==> src/rtl/d_ff_en.sv <==
// W-bit D register with synchronous load-enable and asynchronous active-high reset.
// Q comes straight from the storage flop, so D and enable have no combinational path to it.
`timescale 1ns/1ps
module d_ff_en #(
  parameter int           W       = 5,
  parameter logic [W-1:0] RST_VAL = {W{1'b0}}
) (
  input  logic         clk,
  input  logic         rst,
  input  logic         enable,
  input  logic [W-1:0] D,
  output logic [W-1:0] Q
);

  logic [W-1:0] r_q;

  // The parent deasserts rst away from the clk edge, so no release synchroniser is needed here.
  always_ff @(posedge clk or posedge rst) begin
    if (rst) begin
      r_q <= RST_VAL;
    end else if (enable) begin
      r_q <= D;
    end
  end

  assign Q = r_q;

endmodule

==> config.mk <==
export PLATFORM = sky130hd
export DESIGN_NAME = d_ff_en
export DESIGN_NICKNAME = d
export VERILOG_FILES = /design/src/rtl/d_ff_en.sv
export SDC_FILE = /design/constraint.sdc
export NUM_CORES = 1
export LEC_CHECK = 0
export CAP_MARGIN = 10
export CORE_AREA = 2 2 39 41
export DETAILED_ROUTE_END_ITERATION = 8
export DIE_AREA = 0 0 41 43
export PLACE_DENSITY_LB_ADDON = 0.15
export SETUP_SLACK_MARGIN = 0.1
export SLEW_MARGIN = 10
export SYNTH_ARGS = -nofsm -noshare
export SYNTH_HDL_FRONTEND = slang
export SYNTH_SLANG_ARGS = --single-unit
==> constraint.sdc <==
create_clock -name clk -period 1.25 [get_ports clk]
set_clock_uncertainty 0.05 [all_clocks]
set_input_delay 0.25 -clock clk [delete_from_list [all_inputs] [get_ports clk]]
set_output_delay 0.25 -clock clk [all_outputs]
set_load 0.01 [all_outputs]
==> flow_summary.toml <==
[status]
run_status = "completed"

[placed_design]
port_buffers = 12
gp_congestion = 0.6246
dp.cells = 39
detailed_place.area_um2 = 325.3

[sta]
fmax_mhz = 955.3
worstMarginPinSlew_ns = 0.2471
slew_headroom_pct = 83.50
hold_viol = 0
min_period_ns = 1.047
rsz0062_at_grt = "false"
layout_worst_path_cycle_share_pct = 83.75
finalMaxSlewViolations = 0
final-setup-viol-count = 0

[worst_setup_path]
path_cells = "buf_2"
max_stage_delay_ns = 0.37
critPathBufInv = 1
path_class = "reg -> out"
path_max_fanout = 2
worstPathRequired_ns = 0.95
path_delay_family = "flip-flops"
ff2ff_setup_slack_ns = 0.45
worstSetupEndpointType = "output port"
crit_slowest_cell = "dfrtp_1"
worstPathArrival_ns = 0.75
start_kind = "register"

[synthesis]
synth_cells = 11
synth_top_area_share_pct = 67.57
synth_area_leaders = "dfrtp_1 68%, mux2_2 30%, inv_1 2.0%"
yosysWarningCount = 0
synth.net_count = 19
syn_avg_cell_area_um2 = 16.83
yosys_register_bits = 5
yosysSeqAreaShare_pct = 67.57
syn_area_um2 = 185.2
ys_types = 3
synth_top_cell_by_area = "dfrtp_1"

[global_route]
grt.met1_usage_pct = 7.468
grtUsageTotal_pct = 6.949
grt_pass1_wl_um = 731
antenna_found_initial = 0
grt_max_degree = 6
top_usage_layer = "met2"
use_met2_pct = 8.125
grt_pass1_vias = 157
global_route.overflow_total = 0
use_met3_pct = 5.759

[finish]
final_area_um2 = 329.1
final_cells = 43
seqCellArea_um2 = 125.1
fillCellCount = 154
area_growth_pct = 77.70
largest_register_ffs = 5
utilization_pct = 23.78
num_antenna_cells = 0
drive_gt1_share_pct = 48.15
final_nets = 36
multi_input_area_um2 = 56.30

[pwr]
power_density_nw_per_um2 = 1341
leakage_nw = 0.1552
vdd.ir_drop.worst_mv = 0.2171

[detailed_routing]
ant_nets = 0
drtPass1Iterations = 1
drc_errors = 0
drt-total-wl_um = 451
viasPerCell = 3.558
wl_per_cell_um = 10.49
vias = 153
drt_iter0_drc = 0

[clock_tree]
clock_sinks = 5
cts.path.max_buffers = 2
h-tree-depth = 1
root_buffer = "clkbuf_4"
clk_pin_slew_ns = 0.04
cts_made_buffers = 3
cts_tree = "done"
postCtsSetupBuffers = 0
insertion_delay_ns = 0.24

[die]
core_um2 = 1384
dieHeight_um = 43
row_count = 14
dieArea_um2 = 1763
die-width_um = 41
start_util_pct = 13.38
ios = 13

[min_path]
worstHoldPathType = "in -> async"

[run]
drv_cap = 0
layout make-up:
class,instances,share of cell area [%]
clock buffer,4,7.985
sequential,5,38.02
inverter,1,1.141
tap,16,6.084
multi-input combinational,5,17.11
timing repair buffer,12,29.66
metal layers:
layer | vias to the layer above | wire (um)
li1 | 71 | -
met1 | 73 | 175
met2 | 9 | 202
met3 | 0 | 73
met4 | 0 | 0
met5 | - | 0
layout by cell type, fill, tap and decap left out, drive strengths merged:
cell type,count
clkdlybuf4s50,6
clkbuf,6
dfrtp,5
mux2,5
buf,3
inv,1
dlymetal6s2s,1
through the flow:
step | worst slack [ns] | power (mW) | TNS (ns) | hold slack (ns)
2_1_floorplan | 0.4306 | 0.2160 | 0 | -0.02148
3_3_place_gp | -0.1289 | 0.2757 | -0.6354 | 0.4209
3_5_place_dp | -0.1489 | 0.2766 | -0.7254 | 0.4214
4_1_cts | 0.09178 | 0.4639 | 0 | 0.1723
5_1_grt | 0.1525 | 0.4861 | 0 | 0.1805
6_report | 0.2032 | 0.4412 | 0 | 0.1786
final timing paths:
check | from | to | depth (start not counted)
worst max-delay path | Q[4] | Q[4] | 1
worst min-delay path | rst | Q[2] | 2
worst max register to register | Q[3] | Q[3] | 1
worst min register to register | Q[0] | Q[0] | 1
max in group asynchronous | rst | Q[1] | 2
min in group clk | enable | Q[0] | 2
synthesized netlist by cell type:
library cell and number:
dfrtp_1 5, mux2_2 5, inv_1 1
kinds of logic (layout without fill, tap and decap cells):
kind of cell	after synthesis	in the layout	share of synthesized area, %
flip-flops	5	5	67.57
buffers and inverters	1	17	2.025
multiplexers	5	5	30.40
timing repair:
item                                    4_1_cts  5_1_grt
resized for setup                            13        6
pin swaps                                     0        0
hold buffers                                  0        0
endpoints found under the setup margin        5        8
power by group:
group	leakage [nW]	internal (mW)	switching, mW
Combinational	0.0817	0.0436	0.0268
Clock	0.0150	0.121	0.0637
Sequential	0.0585	0.179	0.00792
No activity file was read; power rests on OpenSTA's default activity.
